**config.mk**
```make
export PLATFORM = sky130hd
export DESIGN_NAME = freq_meter_flat
export DESIGN_NICKNAME = d
export VERILOG_FILES = /design/src/rtl/freq_meter_if.sv /design/src/rtl/freq_meter.sv /design/src/flat_wrapper.sv
export SDC_FILE = /design/constraint.sdc
export NUM_CORES = 1
export LEC_CHECK = 0
export CAP_MARGIN = 20
export CORE_MARGIN = 2
export CORE_UTILIZATION = 52
export DETAILED_ROUTE_END_ITERATION = 12
export PLACE_DENSITY_LB_ADDON = 0.08
export SKIP_LAST_GASP = 1
export SYNTH_ARGS = -nofsm -noshare
export SYNTH_HDL_FRONTEND = slang
export SYNTH_SLANG_ARGS = --single-unit
```
**constraint.sdc**
```tcl
create_clock -name clock_40MHz -period 2.4 [get_ports clock_40MHz]
set_input_delay 0.48 -clock clock_40MHz [delete_from_list [all_inputs] [get_ports clock_40MHz]]
set_output_delay 0.48 -clock clock_40MHz [all_outputs]
set_load 0.005 [all_outputs]
```
**src/rtl/freq_meter_if.sv**
```systemverilog
// rtl/freq_meter_if.sv - control/result bundle for the gated frequency meter
//
// Purpose: groups the measurement request and result signals of freq_meter.
// Signals:
//   start  request to begin a measurement (single-cycle pulse)
//   cont   re-arm automatically after each window
//   busy   meter is inside a gate window
//   freq   latched edge count of the last completed window
//   ovf    latched with freq, edge count saturated
//   valid  one-cycle pulse when freq/ovf update
// Modports: master drives start/cont, slave (the meter) drives the results.
interface freq_meter_if #(
  parameter int CNT_W = 26
) ();
  logic             start;
  logic             cont;
  logic             busy;
  logic [CNT_W-1:0] freq;
  logic             ovf;
  logic             valid;

  modport master (
    output start,
    output cont,
    input  busy,
    input  freq,
    input  ovf,
    input  valid
  );

  modport slave (
    input  start,
    input  cont,
    output busy,
    output freq,
    output ovf,
    output valid
  );
endinterface

```
**src/rtl/freq_meter.sv**
```systemverilog
// rtl/freq_meter.sv - gated edge counter measuring an asynchronous input
//
// Purpose: counts rising edges of sig_in over a window of GATE_CYCLES
// clock_40MHz cycles and reports the count; a 1 s gate yields Hz directly.
// Ports:
//   clock_40MHz  master clock, all logic on its rising edge
//   reset        synchronous, active-high
//   sig_in       asynchronous signal under measurement
//   bus          freq_meter_if slave: start, cont in; busy, freq, ovf, valid out
module freq_meter #(
  parameter int GATE_CYCLES = 40000000,
  parameter int CNT_W       = 26
) (
  input  logic       clock_40MHz,
  input  logic       reset,
  input  logic       sig_in,
  freq_meter_if.slave bus
);
  localparam int               GATE_W    = $clog2(GATE_CYCLES);
  localparam logic [GATE_W-1:0] GATE_LAST = GATE_W'(GATE_CYCLES - 1);
  localparam logic [CNT_W-1:0]  CNT_MAX   = '1;

  typedef enum logic {IDLE, MEASURE} state_t;

  state_t            state, state_n;
  logic [GATE_W-1:0] gate_cnt, gate_n;
  logic [CNT_W-1:0]  edge_cnt, cnt_n, cnt_inc;
  logic              sat, sat_n, sat_inc;
  logic [CNT_W-1:0]  freq_q, freq_n;
  logic              ovf_q, ovf_n;
  logic              valid_q, valid_n;
  logic              sync1, sync2, prev;
  logic              edge_pulse;

  always_ff @(posedge clock_40MHz) begin
    if (reset) begin
      state    <= IDLE;
      gate_cnt <= '0;
      edge_cnt <= '0;
      sat      <= 1'b0;
      freq_q   <= '0;
      ovf_q    <= 1'b0;
      valid_q  <= 1'b0;
      sync1    <= 1'b0;
      sync2    <= 1'b0;
      prev     <= 1'b0;
    end else begin
      state    <= state_n;
      gate_cnt <= gate_n;
      edge_cnt <= cnt_n;
      sat      <= sat_n;
      freq_q   <= freq_n;
      ovf_q    <= ovf_n;
      valid_q  <= valid_n;
      sync1    <= sig_in;
      sync2    <= sync1;
      prev     <= sync2;
    end
  end

  always_comb begin
    edge_pulse = sync2 & ~prev;
    // Saturating count including this cycle's edge; sat marks a lost edge.
    cnt_inc = edge_cnt;
    sat_inc = sat;
    if (edge_pulse) begin
      if (edge_cnt == CNT_MAX) sat_inc = 1'b1;
      else                     cnt_inc = edge_cnt + 1'b1;
    end

    state_n = state;
    gate_n  = gate_cnt;
    cnt_n   = edge_cnt;
    sat_n   = sat;
    freq_n  = freq_q;
    ovf_n   = ovf_q;
    valid_n = 1'b0;

    case (state)
      IDLE: begin
        if (bus.start) begin
          state_n = MEASURE;
          gate_n  = '0;
          cnt_n   = '0;
          sat_n   = 1'b0;
        end
      end
      MEASURE: begin
        if (gate_cnt == GATE_LAST) begin
          // Last gate cycle: its edge is included, and the next window (if
          // re-armed) starts on the very next cycle so no edge is lost.
          freq_n  = cnt_inc;
          ovf_n   = sat_inc;
          valid_n = 1'b1;
          gate_n  = '0;
          cnt_n   = '0;
          sat_n   = 1'b0;
          state_n = bus.cont ? MEASURE : IDLE;
        end else begin
          gate_n = gate_cnt + 1'b1;
          cnt_n  = cnt_inc;
          sat_n  = sat_inc;
        end
      end
      default: state_n = IDLE;
    endcase
  end

  assign bus.busy  = (state == MEASURE);
  assign bus.freq  = freq_q;
  assign bus.ovf   = ovf_q;
  assign bus.valid = valid_q;
endmodule

```
**src/flat_wrapper.sv**
```systemverilog
// flat-port wrapper written by rule: the top's interface ports become plain ports
module freq_meter_flat 
#(
  parameter int GATE_CYCLES = 40000000,
  parameter int CNT_W       = 26
)
  (clock_40MHz, reset, sig_in, bus_start, bus_cont, bus_busy, bus_freq, bus_ovf, bus_valid);
  freq_meter_if #(.CNT_W(CNT_W)) bus_i ();
  input  logic clock_40MHz;
  input  logic reset;
  input  logic sig_in;
  input wire logic [$bits(bus_i.start)-1:0] bus_start;
  input wire logic [$bits(bus_i.cont)-1:0] bus_cont;
  output wire logic [$bits(bus_i.busy)-1:0] bus_busy;
  output wire logic [$bits(bus_i.freq)-1:0] bus_freq;
  output wire logic [$bits(bus_i.ovf)-1:0] bus_ovf;
  output wire logic [$bits(bus_i.valid)-1:0] bus_valid;
  assign bus_i.start = bus_start;
  assign bus_i.cont = bus_cont;
  assign bus_busy = bus_i.busy;
  assign bus_freq = bus_i.freq;
  assign bus_ovf = bus_i.ovf;
  assign bus_valid = bus_i.valid;
  freq_meter #(.GATE_CYCLES(GATE_CYCLES), .CNT_W(CNT_W)) u_core (.clock_40MHz(clock_40MHz), .reset(reset), .sig_in(sig_in), .bus(bus_i));
endmodule
```
==> impl_metrics.csv <==
group,metric,value,unit
status,status,"completed",
layout,layout.nets,544,
sta,period_share,91.22,%
global_route,overflow,0,
setup_path,startpoint_type,"flop",
global_route,grt_pass1_wl,16380,µm
layout,n_antenna_cell,0,
sta,final_max_slew_viol_count,0,
min_path,hold_path.class,"reg2reg",
power_and_ir_drop,power_frac_seq,56.8,%
drt,drt_first_iter_violations,201,
setup_path,rrSetupSlack,0.21,ns
logic_synthesis,ys_seq_area_share,40.61,%
sta,tightest_slew,0.6640,ns
sta,fmax,456.8,MHz
setup_path,crit_slowest_cell,"dfxtp_1",
power_and_ir_drop,internal-power,1.867,mW
sta,hold_viol,0,
clock_tree,cts.sinks,85,
setup_path,required,2.61,ns
logic_synthesis,synth_seq_cells,85,
setup_path,crit_path_end_kind,"flop",
logic_synthesis,synthArstFlopShare,0,%
power_and_ir_drop,power_density,509.6,nW/µm²
setup_path,worstSetupPathType,"reg2reg",
logic_synthesis,syn_inst,501,
clock_tree,hold_buffers,0,
global_route,antenna_found_initial,0,
place,gp_congestion,0.9538,
drt,drtAntennaViolNets,0,
place,dpl-instance-area,4721,µm²
logic_synthesis,ys_warn_count,0,
setup_path,crit_fanout,6,
drt,num_vias,3803,
floorplanning,rows,32,
power_and_ir_drop,power,2.500,mW
clock_tree,h-tree-depth,3,
global_route,grtUsageTotal,23.06,%
place,dp_slack,0.1584,ns
place,hpwl,6658,µm
power_and_ir_drop,switching_share,25.32,%
logic_synthesis,synth_cell_type_count,55,
drt,postRouteWirelength,9746,µm
clock_tree,root_buffer,"clkbuf_8",
layout,area_delta_synth_final,17.08,%
setup_path,cp_cell_sequence,"and4_1, nand2_1, or3_1, or4_1, o221ai_1, a21oi_1",
floorplanning,fp.dieW,93.77,µm
floorplanning,initial_core_util,53.95,%
floorplanning,dieArea,8792,µm²
setup_path,cp_slowest_stage_delay,0.43,ns
drt,drcViolationCount,0,
clock_tree,cts_buffers,9,
logic_synthesis,synth_edf_count,0,
power_and_ir_drop,p_sw,0.6330,mW
power_and_ir_drop,peakVddDrop,260.8,µV
sta,setup_viol,0,
drt,routed_via_density,5.905,
logic_synthesis,synth_ff_type,"dfxtp_1",
clock_tree,clock_latency,0.35,ns
power_and_ir_drop,p_clk_share,37.5,%
clock_tree,ctsResizeCount,0,
place,port_buffers,33,
sta,worst_slack,0.2106,ns
clock_tree,cts_tree,"built",
floorplanning,die_height,93.77,µm
global_route,grt_pass1_vias,3487,
clock_tree,cts_buffer_depth,2,
setup_path,arrival,2.40,ns
logic_synthesis,yosys-top-cells-area,"dfxtp_1, a211oi_1, nor2_1, nand2_1, o21ai_0",
drt,first_pass_iters,4,
layout,layout-drive-gt1-share,10.89,%
logic_synthesis,synth_top_area_share,40.61,%
sta,slew_headroom,55.73,%
layout,final_cell_area,4906,µm²
logic_synthesis,synth_area,4190,µm²
drt,wl_per_cell,15.13,µm
power_and_ir_drop,p_leak,1.558,nW
clock_tree,post_cts_buffers,0,
global_route,grt_max_degree,62,
layout,fillCellCount,690,
floorplanning,ios,34,
logic_synthesis,syn-num-nets,508,
logic_synthesis,avgSynthCellArea,8.364,µm²
logic_synthesis,post-synth-top-count-cell,"dfxtp_1",
power_and_ir_drop,combPwrFrac,5.7,%
logic_synthesis,synth_top_area_cell,"dfxtp_1",
sta,clock_skew,0.01232,ns
floorplanning,coreArea,7767,µm²
flow_run,drv_cap,0,
sta,period_needed,2.189,ns
clock_tree,cts.reportedPaths.clkPinSlew,0.09,ns
logic_synthesis,yosys-top-cells-count,"dfxtp_1, nor2_1, nand2_1",
[placed cells by master (no fill, tap or decap), types with 7 or more instances in the layout]
cell / synthesis / layout
a211oi_1: 28 / 28
a21oi_1: 23 / 23
a311oi_1: 15 / 15
a31oi_1: 20 / 20
and3_1: 8 / 8
and4_1: 7 / 7
buf_4: 0 / 27
clkbuf_8: 0 / 10
clkdlybuf4s50_1: 0 / 32
dfxtp_1: 85 / 85
inv_1: 9 / 9
nand2_1: 47 / 47
nand3_1: 14 / 14
nand4_1: 17 / 17
nor2_1: 56 / 56
nor3_1: 9 / 9
o21ai_0: 27 / 27
xnor2_1: 12 / 12
xor2_1: 10 / 10
[critical path: cells and delay by family, from the launching register on]
family             cells  cell delay [ns]
and+or+nand+nor        4             1.26
DFF                    1             0.43
AOI/OAI and AO/OA      2             0.36
[logic make-up (layout without fill, tap and decap cells)]
family / Yosys count / after routing / share of synthesized area, %
muxes: 4 / 4 / 0.9555
DFF: 85 / 85 / 40.61
xor gates and xnor gates: 22 / 22 / 4.598
buffers and inverters: 46 / 87 / 4.897
adders and majority gates: 2 / 2 / 0.5971
and+or+nand+nor: 197 / 197 / 24.13
AOI/OAI and AO/OA: 145 / 145 / 24.22
[metal layers]
layer | track usage, % | vias to the layer above | wire length, µm
met2 | 39.46 | 77 | 4653
li1 | - | 1948 | -
met5 | 0 | - | 0
met4 | 6.884 | 0 | 86
met1 | 30.13 | 1769 | 4635
met3 | 3.291 | 9 | 371
[state kept, by name (all words and copies together), names as in the netlist]
| signal | cells |
|---|---|
| u_core.sat | 1 |
| u_core.sync1 | 1 |
| u_core.bus.freq | 26 |
| u_core.gate_cnt | 26 |
| u_core.bus.busy | 1 |
| u_core.sync2 | 1 |
| u_core.bus.valid | 1 |
| u_core.bus.ovf | 1 |
| u_core.edge_cnt | 26 |
| u_core.prev | 1 |
[worst paths after layout]
kind                          to           startpoint  depth (start not counted)
min reg2reg          u_core.prev         u_core.sync2                          1
min                  u_core.prev         u_core.sync2                          1
max reg2reg  u_core.bus.freq[25]  u_core.edge_cnt[10]                          6
max          u_core.bus.freq[25]  u_core.edge_cnt[10]                          6
[final cells by class]
class                           count  area (µm²)  share of cell area, %
Multi-Input combinational cell    370        2297                  46.82
Sequential cell                    85        1702                  34.68
Timing Repair Buffer               62       568.0                  11.58
Clock buffer                       11       141.4                  2.882
Tap cell                          102       127.6                  2.601
Clock inverter                      5       36.28                 0.7396
Inverter                            9       33.78                 0.6886
[through the flow]
| step | util (%) | hold WS [ns] | std cells | TNS (ns) |
|---|---|---|---|---|
| floorplan | - | 0.4138 | 501 | 0 |
| global placement | 60.78 | 0.4478 | 628 | 0 |
| detailed placement | 60.78 | 0.4519 | 628 | 0 |
| CTS | 63.06 | 0.4722 | 644 | 0 |
| global route | 63.16 | 0.4851 | 644 | -0.002243 |
| finish | 63.16 | 0.4601 | 644 | 0 |
[power groups by stage]
stage                     combinational, mW  sequential [mW]  clock, mW
after floorplan                      0.0929             1.45          0
after global placement                0.140             1.45          0
after detailed placement              0.142             1.45          0
after CTS                             0.143             1.42      0.943
after global routing                  0.156             1.42       1.01
final                                 0.142             1.42      0.937
(Power assumes the default switching activity.)
